[config.mk]
export PLATFORM = sky130hd
export DESIGN_NAME = vga_object_engine
export DESIGN_NICKNAME = d
export VERILOG_FILES = /design/src/rtl/vga_object_engine.sv
export SDC_FILE = /design/constraint.sdc
export NUM_CORES = 1
export LEC_CHECK = 0
export ABC_AREA = 0
export CORE_ASPECT_RATIO = 0.5
export CORE_MARGIN = 8
export CORE_UTILIZATION = 35
export DETAILED_ROUTE_END_ITERATION = 16
export GPL_TIMING_DRIVEN = 0
export HOLD_SLACK_MARGIN = 0.02
export SLEW_MARGIN = 25
export SYNTH_ARGS = -nofsm -noshare
export SYNTH_HDL_FRONTEND = slang
export SYNTH_SLANG_ARGS = --single-unit
export TNS_END_PERCENT = 10
[constraint.sdc]
create_clock -name clock -period 8.2 [get_ports clock]
set_input_delay 1.23 -clock clock [delete_from_list [all_inputs] [get_ports clock]]
set_output_delay 1.23 -clock clock [all_outputs]
set_load 0.005 [all_outputs]
[src/rtl/vga_object_engine.sv]
// Pixel colouriser drawing NUM_OBJ programmable rectangles with index priority,
// per-frame edge-reflecting motion and previous-frame overlap flags.
module vga_object_engine #(
    parameter int unsigned NUM_OBJ = 4,
    parameter int unsigned COORD_W = 10,
    parameter int unsigned H_RES   = 640,
    parameter int unsigned V_RES   = 480,
    parameter int unsigned VEL_W   = 4,
    localparam int unsigned IDX_W  = (NUM_OBJ > 1) ? $clog2(NUM_OBJ) : 1
) (
    input  logic               clock,
    input  logic               resetn,
    input  logic               enable,
    input  logic [COORD_W-1:0] iCoord_X,
    input  logic [COORD_W-1:0] iCoord_Y,
    input  logic               frame_tick,
    input  logic               cfg_we,
    input  logic [IDX_W-1:0]   cfg_obj,
    input  logic [2:0]         cfg_field,
    input  logic [23:0]        cfg_data,
    output logic               busy,
    output logic [7:0]         oRed,
    output logic [7:0]         oGreen,
    output logic [7:0]         oBlue,
    output logic [NUM_OBJ-1:0] collision
);

    localparam int unsigned SW   = COORD_W + 2;
    localparam int unsigned ST_W = VEL_W + COORD_W;
    localparam logic [COORD_W:0] H_LIM   = (COORD_W+1)'(H_RES);
    localparam logic [COORD_W:0] V_LIM   = (COORD_W+1)'(V_RES);
    localparam logic [VEL_W-1:0] VEL_MIN = {1'b1, {(VEL_W-1){1'b0}}};
    localparam logic [VEL_W-1:0] VEL_MAX = ~VEL_MIN;

    typedef enum logic {S_IDLE, S_UPDATE} state_t;

    state_t             state, state_nxt;
    logic [IDX_W-1:0]   idx, idx_nxt;

    logic [COORD_W-1:0] obj_x   [NUM_OBJ];
    logic [COORD_W-1:0] obj_y   [NUM_OBJ];
    logic [COORD_W-1:0] obj_w   [NUM_OBJ];
    logic [COORD_W-1:0] obj_h   [NUM_OBJ];
    logic [23:0]        obj_col [NUM_OBJ];
    logic [VEL_W-1:0]   obj_dx  [NUM_OBJ];
    logic [VEL_W-1:0]   obj_dy  [NUM_OBJ];
    logic [NUM_OBJ-1:0] obj_mv;
    logic [23:0]        bg_col;

    logic [ST_W-1:0]    step_x, step_y;
    logic [NUM_OBJ-1:0] hit, acc_hit, coll_acc;
    logic               visible, multi, any_hit;
    logic [23:0]        pix_col;

    // One axis of motion: returns {new_velocity, new_position}.
    function automatic logic [ST_W-1:0] axis_step(
        input logic [COORD_W-1:0] pos,
        input logic [COORD_W-1:0] size,
        input logic [VEL_W-1:0]   vel,
        input logic [COORD_W:0]   lim
    );
        logic signed [SW-1:0] np;
        logic [VEL_W-1:0]     nv;
        np = $signed({2'b00, pos}) + $signed({{(SW-VEL_W){vel[VEL_W-1]}}, vel});
        nv = (vel == VEL_MIN) ? VEL_MAX : VEL_W'(~vel + VEL_W'(1));
        if (np[SW-1]) begin
            axis_step = {nv, COORD_W'(0)};
        end else if ($unsigned(np) + SW'(size) > SW'(lim)) begin
            axis_step = {nv, ({1'b0, size} > lim) ? COORD_W'(0)
                                                  : COORD_W'(lim - {1'b0, size})};
        end else begin
            axis_step = {vel, np[COORD_W-1:0]};
        end
    endfunction

    always_ff @(posedge clock or negedge resetn) begin
        if (!resetn) begin
            state <= S_IDLE;
            idx   <= '0;
            busy  <= 1'b0;
        end else begin
            state <= state_nxt;
            idx   <= idx_nxt;
            busy  <= (state_nxt == S_UPDATE);
        end
    end

    always_comb begin
        state_nxt = state;
        idx_nxt   = idx;
        case (state)
            S_IDLE: begin
                if (frame_tick) begin
                    state_nxt = S_UPDATE;
                    idx_nxt   = '0;
                end
            end
            S_UPDATE: begin
                if (idx == IDX_W'(NUM_OBJ - 1)) state_nxt = S_IDLE;
                else                             idx_nxt   = idx + IDX_W'(1);
            end
            default: state_nxt = S_IDLE;
        endcase
    end

    always_comb begin
        step_x = axis_step(obj_x[idx], obj_w[idx], obj_dx[idx], H_LIM);
        step_y = axis_step(obj_y[idx], obj_h[idx], obj_dy[idx], V_LIM);
    end

    // Object table: motion owns it while busy, otherwise config writes.
    always_ff @(posedge clock or negedge resetn) begin
        if (!resetn) begin
            for (int i = 0; i < NUM_OBJ; i++) begin
                obj_x[i]   <= '0;
                obj_y[i]   <= '0;
                obj_w[i]   <= '0;
                obj_h[i]   <= '0;
                obj_col[i] <= '0;
                obj_dx[i]  <= '0;
                obj_dy[i]  <= '0;
            end
            obj_mv <= '0;
            bg_col <= '0;
        end else if (busy) begin
            if (obj_mv[idx]) begin
                obj_x[idx]  <= step_x[COORD_W-1:0];
                obj_dx[idx] <= step_x[ST_W-1:COORD_W];
                obj_y[idx]  <= step_y[COORD_W-1:0];
                obj_dy[idx] <= step_y[ST_W-1:COORD_W];
            end
        end else if (cfg_we) begin
            case (cfg_field)
                3'd0: obj_x[cfg_obj]   <= cfg_data[COORD_W-1:0];
                3'd1: obj_y[cfg_obj]   <= cfg_data[COORD_W-1:0];
                3'd2: obj_w[cfg_obj]   <= cfg_data[COORD_W-1:0];
                3'd3: obj_h[cfg_obj]   <= cfg_data[COORD_W-1:0];
                3'd4: obj_col[cfg_obj] <= cfg_data;
                3'd5: begin
                    obj_dx[cfg_obj] <= cfg_data[VEL_W-1:0];
                    obj_dy[cfg_obj] <= cfg_data[2*VEL_W-1:VEL_W];
                    obj_mv[cfg_obj] <= cfg_data[2*VEL_W];
                end
                3'd6: bg_col <= cfg_data;
                default: ;
            endcase
        end
    end

    // Hit test, priority colour select and overlap detect for the current pixel.
    always_comb begin
        visible = ({1'b0, iCoord_X} < H_LIM) && ({1'b0, iCoord_Y} < V_LIM);
        hit     = '0;
        for (int i = 0; i < NUM_OBJ; i++) begin
            hit[i] = (iCoord_X >= obj_x[i])
                  && ({1'b0, iCoord_X} < ({1'b0, obj_x[i]} + {1'b0, obj_w[i]}))
                  && (iCoord_Y >= obj_y[i])
                  && ({1'b0, iCoord_Y} < ({1'b0, obj_y[i]} + {1'b0, obj_h[i]}));
        end
        pix_col = bg_col;
        for (int i = NUM_OBJ - 1; i >= 0; i--) begin
            if (hit[i]) pix_col = obj_col[i];
        end
        any_hit = 1'b0;
        multi   = 1'b0;
        for (int i = 0; i < NUM_OBJ; i++) begin
            if (hit[i]) begin
                multi   = multi | any_hit;
                any_hit = 1'b1;
            end
        end
        acc_hit = (enable && visible && multi) ? hit : '0;
    end

    always_ff @(posedge clock or negedge resetn) begin
        if (!resetn) begin
            {oRed, oGreen, oBlue} <= 24'h0;
        end else if (enable) begin
            {oRed, oGreen, oBlue} <= visible ? pix_col : 24'h0;
        end
    end

    always_ff @(posedge clock or negedge resetn) begin
        if (!resetn) begin
            collision <= '0;
            coll_acc  <= '0;
        end else if (frame_tick) begin
            collision <= coll_acc;
            coll_acc  <= acc_hit;
        end else begin
            coll_acc  <= coll_acc | acc_hit;
        end
    end

endmodule

==> out/qor.csv <==
stage,metric,value,unit
logic_synthesis,"FFs w/ async S/R, synth",1.00,
sta,setup violators final,0,
sta,Final Hold Fails,0,
layout,synthesis-to-layout area growth,13.3,%
logic_synthesis,"EDFF count, synth",0,
logic_synthesis,synthesized area per cell,9.87,um2
clock_tree,hold_buf cts,0,
worst_hold_path,WHS Endpoint,oRed[0],
worst_setup_path,Worst Setup Start Kind,register,
clock_tree,Root Buffer Master,clkbuf_16,
routing,DR WL/cell,23.3,um
die,Ports,83,
logic_synthesis,Main synth FF type,dfrtp_1,
global_routing,initial antenna violation count,0,
routing,Final ANT Viol Nets,0,
routing,1st-pass router iterations,6,
logic_synthesis,"top cells by count, synth","dfrtp_1, ha_1, nand2_1, inv_1, o21ai_0",
die,die area,0.0824,mm2
worst_setup_path,reg-to-reg startpoint,idx[1],
routing,DR vias/cell,5.76,
worst_setup_path,critical path arrival,8370,ps
logic_synthesis,post-synthesis register bit count,351,
die,DIE HEIGHT,207,um
worst_setup_path,FF-to-FF setup slack,250,ps
die,die width,398,um
sta,Fmax achieved,126,MHz
logic_synthesis,Syn Inst Count,2589,
logic_synthesis,leading area contributor after synthesis,dfrtp_1,
worst_hold_path,hold_sp,oRed[0],
worst_hold_path,HP Class,reg -> reg,
placed_design,GP Congestion,0.968,
power,Comb pwr share,0.667,
global_routing,first-pass GRT wire length,131000,um
worst_setup_path,Worst Path Required,8630,ps
global_routing,total congestion overflow,0,
power,NetSw,0.00692,W
sta,relative slew slack,0.285,
power,pwr/cell area,478,mW/mm2
global_routing,largest net degree at the start of global routing,82,
power,Sw Share,0.500,
sta,Clock Skews,15.5,ps
power,Max rail drop VDD,0.386,mV
logic_synthesis,post-synth cell types,99,
worst_setup_path,critical path class,reg -> reg,
clock_tree,Clock Sinks,351,
worst_setup_path,Crit. End Element,register,
run_status,outcome,"finished, final reports clean",
global_routing,vias in the first global route,20862,
routing,final WL,86400,um
power,Power Total,0.0138,W
sta,"Slew Viols, Final",0,
layout,fin util,0.398,
power,Leak,13.2,nW
worst_setup_path,reg2reg end,obj_y[18],
sta,unrepaired setup endpoints after global routing,no,
sta,Worst-Margin Slew,1070,ps
routing,via count,21386,
layout,multi-input logic area,0.0156,mm2
worst_hold_path,Hold Path Depth,1,
logic_synthesis,post-synth top area share,0.344,
logic_synthesis,Mapped Nets,2939,
layout,layout cell share with drive strength beyond 1,0.123,
die,Core Area,0.0727,mm2
logic_synthesis,warnings from Yosys,0,
clock_tree,H-tree Lvls,2,
clock_tree,worst skew pair latency,560,ps
logic_synthesis,most common cell in the netlist,dfrtp_1,
layout,# fillers,7188,
routing,DRC,0,
clock_tree,maximum clock insertion buffer count,3,
power,Seq pwr share,0.204,
job,max cap viols,0,
layout,Seq. cell area,0.00878,mm2
logic_synthesis,Synth Cell Area,0.0256,mm2
worst_setup_path,R2R cell count,24,
routing,DRT iter0 DRCs,1999,
clock_tree,CTS buffer count,39,
layout,Final #Nets,3065,
placed_design,hpwl dp,66600,um
clock_tree,CTS tree,built,
die,Core Rows,70,
worst_setup_path,crit path max fanout,10,
power,Internal,0.00692,W
global_routing,gr usage total,0.203,
logic_synthesis,Synth area leaders,"dfrtp_1, ha_1, mux2_2",
clock_tree,post_cts resized,0,
power,Clock power frac,0.128,
die,initial core utilization,0.352,
sta,Tcrit/Tclk final,0.969,
placed_design,PortBufs,81,
clock_tree,postcts setup bufs,0,
sta,min cycle time layout,7950,ps
logic_synthesis,post-synthesis sequential area ratio,0.344,
clock_tree,"CTS clk-pin slew, worst paths",60,ps
power groups by stage:
stage          combinational [W]  sequential [W]  clock (W)
2_1_floorplan            0.00654         0.00258          0
3_3_place_gp             0.00884         0.00283          0
3_5_place_dp             0.00901         0.00284          0
4_1_cts                  0.00907         0.00281    0.00179
5_1_grt                   0.0101         0.00288    0.00186
6_report                 0.00924         0.00283    0.00177
flip-flops by register name, summed over array words and instances (netlist names), 4 cells and up:
register and flops:
oGreen 8, obj_x 40, obj_col 96, oRed 8
coll_acc 4, oBlue 8, obj_h 40, obj_dy 16
obj_mv 4, obj_w 40, bg_col 24, obj_dx 16
collision 4, obj_y 40
logic make-up after synthesis:
family                     Yosys count  synth area share
AOI/OAI and AO/OA                  728             0.192
and+or+nand+nor                    584             0.111
DFF                                351             0.344
buffers and inverters              297            0.0469
adders and majority gates          296             0.148
muxes                              241             0.127
xor gates and xnor gates            92            0.0315
per-stage QoR:
stage	TNS (ps)	hold slack, ps	area (um2)	instances	setup slack [ps]
after floorplan	0	444	25600	2589	2420
after global placement	-3570050	462	27600	3642	-10210
after detailed placement	0	470	27700	3646	260
after CTS	0	484	28900	3711	245
after global routing	0	506	29000	3711	19.2
final	0	487	29000	3713	253
cell type report:
cell class	instances	area share
Multi-Input combinational cell	1941	0.538
Tap cell	972	0.0420
Timing Repair Buffer	85	0.0320
Inverter	194	0.0251
Antenna cell	2	0.000173
Clock buffer	53	0.0372
Sequential cell	351	0.303
Clock inverter	12	0.00549
Buffer	103	0.0163
worst max path at each step:
stage | startpoint | end | slack (ps)
after floorplan | idx[0] | obj_x[22] | 2420
after global placement | resetn | obj_w[10] | -10210
after detailed placement | idx[1] | obj_x[27] | 260
after CTS | idx[1] | obj_x[25] | 240
after global routing | idx[1] | obj_dy[1] | 20
final | idx[1] | obj_y[18] | 250
cells in the final DEF (no fill, tap or decap), drive strengths merged, types with 60 or more instances in the layout:
cell	count
dfrtp	351
ha	284
o21ai	210
nand2	201
inv	196
a21oi	166
mux2	162
clkbuf	127
nor2	120
clkdlybuf4s50	80
nand2b	64
a21o	60
worst max-delay path, cell delays in order, from the launching register on:
cell and delay (ps):
dfrtp_1 360, buf_2 370, buf_2 510, buf_2 570
buf_2 500, clkbuf_1 640, mux4_2 370, ha_1 190
inv_1 60, fa_1 400, nor2b_1 170, o2111ai_1 150
nand2_1 130, a21o_1 120, a21oi_1 70, xnor2_1 330
ha_1 320, a21o_1 230, or4_1 580, a21oi_1 210
a31oi_1 130, nor3_4 480, mux2i_1 550, o22a_1 280
o21ai_2 60
per-layer routing:
layer / GRT usage / part of all wire / vias to the layer above
met1: 0.284 / 0.45 / 10713
met3: 0.0496 / 0.088 / 134
met4: 0.0505 / 0.025 / 0
met2: 0.313 / 0.44 / 780
met5: 0 / 0 / -
li1: - / - / 9759
Power figures use the tool's default switching activity.
